[config.mk]
export PLATFORM = sky130hd
export DESIGN_NAME = tdm_demux8_flat
export DESIGN_NICKNAME = d
export VERILOG_FILES = /design/src/rtl/tdm_demux8_if.sv /design/src/rtl/tdm_demux8.sv /design/src/flat_wrapper.sv
export SDC_FILE = /design/constraint.sdc
export NUM_CORES = 1
export LEC_CHECK = 0
export CAP_MARGIN = 40
export CORE_MARGIN = 2
export CORE_UTILIZATION = 33
export DETAILED_ROUTE_END_ITERATION = 8
export GPL_TIMING_DRIVEN = 0
export SETUP_SLACK_MARGIN = 0.4
export SLEW_MARGIN = 20
export SYNTH_ARGS = -nofsm -noshare
export SYNTH_HDL_FRONTEND = slang
export SYNTH_SLANG_ARGS = --single-unit
[constraint.sdc]
create_clock -name clk -period 2 [get_ports clk]
set_input_delay 0.4 -clock clk [delete_from_list [all_inputs] [get_ports clk]]
set_output_delay 0.4 -clock clk [all_outputs]
set_load 0.01 [all_outputs]
[src/rtl/tdm_demux8_if.sv]
// tdm_demux8_if: serial link side and parallel channel side of the TDM receiver.
//   master : link source / channel consumer (drives din, din_valid, frame_sync)
//   slave  : tdm_demux8 (drives ch, ch_valid, slot, locked, sync_err)
//   din        serial data bit for the current slot
//   din_valid  din and frame_sync qualify a beat only when 1
//   frame_sync with din_valid: this beat is slot 0
//   ch         last complete frame; ch[k] = bit received in slot k
//   ch_valid   one-cycle pulse, ch holds a new frame
//   slot       slot index the next accepted beat will occupy
//   locked     1 while frame-aligned
//   sync_err   one-cycle pulse, frame_sync arrived at a nonzero slot
interface tdm_demux8_if #(
    parameter int unsigned NCH = 8,
    parameter int unsigned SW  = 3
);
    logic           din;
    logic           din_valid;
    logic           frame_sync;
    logic [NCH-1:0] ch;
    logic           ch_valid;
    logic [SW-1:0]  slot;
    logic           locked;
    logic           sync_err;

    modport master (
        output din, din_valid, frame_sync,
        input  ch, ch_valid, slot, locked, sync_err
    );

    modport slave (
        input  din, din_valid, frame_sync,
        output ch, ch_valid, slot, locked, sync_err
    );
endinterface

[src/rtl/tdm_demux8.sv]
// tdm_demux8: receive end of the 8:1 bit-level time-division link.
// Each accepted beat (din_valid=1) steers din into the slot given by an internal
// counter; when the last slot of a frame arrives the whole frame is published on
// ch with a one-cycle ch_valid pulse. frame_sync aligns the counter to slot 0.
//   clk   rising-edge clock
//   rst   synchronous, active-high reset
//   bus   tdm_demux8_if.slave (serial input, parallel channel output, status)
module tdm_demux8 #(
    parameter int unsigned NCH = 8,
    parameter int unsigned SW  = 3
) (
    input  logic         clk,
    input  logic         rst,
    tdm_demux8_if.slave  bus
);

    typedef enum logic [0:0] {StHunt, StRun} state_e;

    state_e         state_q, state_d;
    logic [SW-1:0]  slot_q, slot_d;
    logic [NCH-1:0] buf_q, buf_d;
    logic [NCH-1:0] ch_q, ch_d;
    logic           ch_valid_q, ch_valid_d;
    logic           sync_err_q, sync_err_d;

    localparam logic [SW-1:0] LastSlot = SW'(NCH - 1);
    localparam logic [SW-1:0] SlotOne  = SW'(1);

    always_comb begin
        state_d    = state_q;
        slot_d     = slot_q;
        buf_d      = buf_q;
        ch_d       = ch_q;
        ch_valid_d = 1'b0;
        sync_err_d = 1'b0;

        if (bus.din_valid) begin
            unique case (state_q)
                StHunt: begin
                    // Unsynced beats are discarded until the first frame_sync.
                    if (bus.frame_sync) begin
                        buf_d[0] = bus.din;
                        slot_d   = SlotOne;
                        state_d  = StRun;
                    end
                end
                StRun: begin
                    if (bus.frame_sync && (slot_q != '0)) begin
                        // Misaligned sync: drop the partial frame, restart at slot 0.
                        sync_err_d = 1'b1;
                        buf_d[0]   = bus.din;
                        slot_d     = SlotOne;
                    end else begin
                        buf_d[slot_q] = bus.din;
                        slot_d        = slot_q + SlotOne;  // wraps NCH-1 -> 0
                        if (slot_q == LastSlot) begin
                            ch_d       = buf_d;
                            ch_valid_d = 1'b1;
                        end
                    end
                end
                default: state_d = StHunt;
            endcase
        end
    end

    always_ff @(posedge clk) begin
        if (rst) begin
            state_q    <= StHunt;
            slot_q     <= '0;
            buf_q      <= '0;
            ch_q       <= '0;
            ch_valid_q <= 1'b0;
            sync_err_q <= 1'b0;
        end else begin
            state_q    <= state_d;
            slot_q     <= slot_d;
            buf_q      <= buf_d;
            ch_q       <= ch_d;
            ch_valid_q <= ch_valid_d;
            sync_err_q <= sync_err_d;
        end
    end

    assign bus.ch       = ch_q;
    assign bus.ch_valid = ch_valid_q;
    assign bus.slot     = slot_q;
    assign bus.locked   = (state_q == StRun);
    assign bus.sync_err = sync_err_q;

endmodule

[src/flat_wrapper.sv]
// flat-port wrapper written by rule: the top's interface ports become plain ports
module tdm_demux8_flat 
#(
    parameter int unsigned NCH = 8,
    parameter int unsigned SW  = 3
)
  (clk, rst, bus_din, bus_din_valid, bus_frame_sync, bus_ch, bus_ch_valid, bus_slot, bus_locked, bus_sync_err);
  tdm_demux8_if #(.NCH(NCH), .SW(SW)) bus_i ();
  input  logic clk;
  input  logic rst;
  input wire logic [$bits(bus_i.din)-1:0] bus_din;
  input wire logic [$bits(bus_i.din_valid)-1:0] bus_din_valid;
  input wire logic [$bits(bus_i.frame_sync)-1:0] bus_frame_sync;
  output wire logic [$bits(bus_i.ch)-1:0] bus_ch;
  output wire logic [$bits(bus_i.ch_valid)-1:0] bus_ch_valid;
  output wire logic [$bits(bus_i.slot)-1:0] bus_slot;
  output wire logic [$bits(bus_i.locked)-1:0] bus_locked;
  output wire logic [$bits(bus_i.sync_err)-1:0] bus_sync_err;
  assign bus_i.din = bus_din;
  assign bus_i.din_valid = bus_din_valid;
  assign bus_i.frame_sync = bus_frame_sync;
  assign bus_ch = bus_i.ch;
  assign bus_ch_valid = bus_i.ch_valid;
  assign bus_slot = bus_i.slot;
  assign bus_locked = bus_i.locked;
  assign bus_sync_err = bus_i.sync_err;
  tdm_demux8 #(.NCH(NCH), .SW(SW)) u_core (.clk(clk), .rst(rst), .bus(bus_i));
endmodule
==> impl_results.md <==
- Result of the run: finished, final reports clean
- Unrepaired setup endpoints after global routing: true
- DIE HEIGHT: 61.63 um
- CTS Root Buffer Type: sky130_fd_sc_hd__clkbuf_4
- Number of hold violations in the final report: 0
- GRT overflow: 0
- Final WS setup: 0.4622 ns
- Standard cell core area: 3103 um2
- Floorplan die area: 3798 um2
- Max-cap violations: 0
- Overall routed net length: 2.277 mm
- Remaining DRCs: 0
- Total power divided by cell area: around 570 nW/um2
- Worst min-delay path class: in2reg
- Pins over their slew limit: 0
- Wire length of the first global-routing pass: 3.732 mm
- Maximum fanout along the worst path: 8
- Sort of element at the end of the critical path: flop
- Number of clock buffers inserted by TritonCTS: 3
- Sequential share of the synthesized area: 0.4018
- Final setup violating endpoints: 0
- Total iterations of the first detailed-routing run: 4
- Number of buffers inserted by hold repair at cts: 0
- Parity-gate share of the synthesized area counting xor and xnor cells: 0
- Number of H-tree levels: 1
- Leading post-synthesis cells by cell area: sky130_fd_sc_hd__dfxtp_1 40%, sky130_fd_sc_hd__mux2i_1 15%, sky130_fd_sc_hd__nor2_1 4.8%, sky130_fd_sc_hd__ha_1 3.4%, sky130_fd_sc_hd__buf_6 3.1%
- Post-synth EDFFs: 0
- Minimum clock period after layout: between 1.5 and 2 ns
- Kind of launch point of the worst setup path: flop
- Synthesized area divided by synthesized cell count: roughly 10 um2
- Starting DRC count in detailed routing: 34
- Data required time at the worst endpoint: 2.21 ns
- Seq cells post-synth: 22
- Most common cell in the netlist: sky130_fd_sc_hd__dfxtp_1
- Sink count of the clock tree: 22
- Async SR Flop Fraction: 0
- Worst path arrival time: 1.74 ns
- Final total negative setup slack: 0 ns
- Mapped Area: 1096 um2
- Number of distinct standard cells referenced by the synthesized netlist: 33
- Die Width: between 60 and 70 um
- Multiplexer share of the synthesized area: 0.1906
- Vias in the first global route: 778
- Count of input and output buffers: 16
- Global-route usage over all layers: 0.1360
- Tightest Pin Transition: roughly 0.50 ns
- Cell accounting for the most synthesized area: sky130_fd_sc_hd__dfxtp_1
- Routed length per placed instance: around 13 um
- DP HPWL: roughly 1.5 mm
- Initial core utilization: 0.3532
- Leakage power summed over all cells: 0.6785 nW
- Longest Clk Path Bufs: 2
- Number of vias per cell: 4.718
- Total via count after detailed routing: 835
- Most used standard cells in the synthesized netlist: 22 x sky130_fd_sc_hd__dfxtp_1, 16 x sky130_fd_sc_hd__mux2i_1, 14 x sky130_fd_sc_hd__nor2_1
- Highest attainable clock frequency: 650.3 MHz
- Combinational family with the most area after synthesis: multiplexers
- Count of non-filler cells in the finished layout: between 150 and 200
- Worst relative slew slack: 0.6690
- Commonest register cell after synthesis: sky130_fd_sc_hd__dfxtp_1
- Maximum number of pins on one net before global-route repair: 13
- Net count after synthesis: 115
- Share of cells above drive strength 1: 0.2782
- Number of diodes: 0
- IR drop worst, VDD: 0.0002312 V
- CTS tree: done
- Number of synthesis warnings: 0
- Worst slack at placement: around 0.099 ns
- Final layout net count: 142
- Number of top-level design ports: 19
- Compound-cell area share of the yosys netlist: 0.1290
- Area growth, synth to finish: 29.45%
- Core utilization of the finished layout: 0.4573
- Crit Path Category: reg2reg
- Synth Instances: 107
- Number of cells in the design after placement: 167
- Remaining number of nets flagged by the antenna check after routing: 0
- Post-synthesis adder-cell area fraction: 0.03425
- Clock-pin transition on the worst setup and hold timing paths: around 0.13 ns
- Cell Rows: 20
- Initial antenna violation count: 0
- Insertion delay to the later sink of the worst-skew pair: 0.32 ns
- Final critical-path share of the clock period: 0.7689
- Synth top area share: 0.4018
- Final clock skew: 0.004302 ns
- Placer's final routability congestion estimate: 0.7435
- Synth Area in Simple Gates: 0.1804
[layout make-up]
cell class / count / area (um2)
plain buffers: 8 / 62.56
fillers: 339 / 1684
well taps: 44 / 55.05
repair buffers: 22 / 205.2
multi-input cells: 74 / 598.1
inverters: 3 / 13.76
clock buffers: 4 / 36.28
flip-flops and latches: 22 / 447.9
[cells by family after synthesis]
logic type,count (synthesis)
simple gates,32
flops,22
mux,20
compound gates,19
buf+inv,11
fa+ha+maj,3
[through the flow]
stage | total power [W] | hold WS [ns] | instance area, um2
floorplan | 0.0005165 | 0.4544 | 1096
global placement | 0.0005427 | 0.4702 | 1311
detailed placement | 0.0005439 | 0.4838 | 1311
CTS | 0.0007993 | 0.4092 | 1400
global route | 0.0008356 | 0.4046 | 1419
finish | 0.0008019 | 0.4085 | 1419
[critical path, cell delays in order, from the launching register on]
cell                       delay [ns]
sky130_fd_sc_hd__dfxtp_2         0.36
sky130_fd_sc_hd__buf_6           0.14
sky130_fd_sc_hd__inv_4           0.08
sky130_fd_sc_hd__ha_4            0.15
sky130_fd_sc_hd__nand2b_4        0.09
sky130_fd_sc_hd__a21oi_4         0.23
sky130_fd_sc_hd__buf_4           0.16
sky130_fd_sc_hd__mux2i_1         0.17
sky130_fd_sc_hd__nor2_1          0.05
[cells in the final DEF (no fill, tap or decap), drive strengths merged]
| cell | netlist | layout |
|---|---|---|
| and2 | 3 | 3 |
| a32oi | 1 | 1 |
| clkbuf | 2 | 6 |
| nor3 | 3 | 3 |
| mux2i | 16 | 16 |
| a41o | 1 | 1 |
| o21ai | 5 | 5 |
| a211oi | 2 | 2 |
| clkdlybuf4s50 | 0 | 2 |
| nand3b | 4 | 4 |
| nand2b | 1 | 1 |
| nor2 | 14 | 14 |
| a21oi | 8 | 8 |
| dlygate4sd2 | 0 | 12 |
| inv | 3 | 3 |
| mux2 | 4 | 4 |
| dlymetal6s2s | 0 | 2 |
| buf | 6 | 12 |
| dfxtp | 22 | 22 |
| nand3 | 2 | 2 |
| ha | 3 | 3 |
| nand2 | 3 | 3 |
| nor3b | 2 | 2 |
| a22oi | 2 | 2 |
[path summary, 6_finish.rpt]
check	start	endpoint	slack (ns)	cells after the start
max	u_core.bus.slot[0]	u_core.bus.ch[3]	0.46	8
min	bus_frame_sync	u_core.bus.sync_err	0.41	3
max reg2reg	u_core.bus.slot[0]	u_core.bus.ch[3]	0.46	8
min reg2reg	u_core.bus.ch[7]	u_core.bus.ch[7]	0.51	2
[sequential cells by signal (all words and copies together) (netlist names)]
signal	count
u_core.bus.slot	3
u_core.bus.sync_err	1
u_core.bus.ch_valid	1
u_core.buf_q	8
u_core.bus.ch	8
u_core.bus.locked	1
[timing repair]
item                       CTS  global route
resized for setup           19             5
buffers inserted             4             1
gates cloned                 1             0
pin swaps                    2             1
setup endpoints to repair   27            17
[metal layers]
layer	vias to the layer above	wire length, um	GRT usage
met2	15	987	0.2075
met3	5	60	0.02521
met1	387	1183	0.1852
met5	-	0	0
met4	0	45	0.06383
li1	428	-	-
[power breakdown]
group	switching, W	total (W)	internal, W
Sequential	0.00000580	0.000449	0.000443
Clock	0.000146	0.000258	0.000111
Combinational	0.0000530	0.0000950	0.0000420
Total	0.000205	0.000802	0.000597
Note: power is estimated with default switching activity, not from simulation.
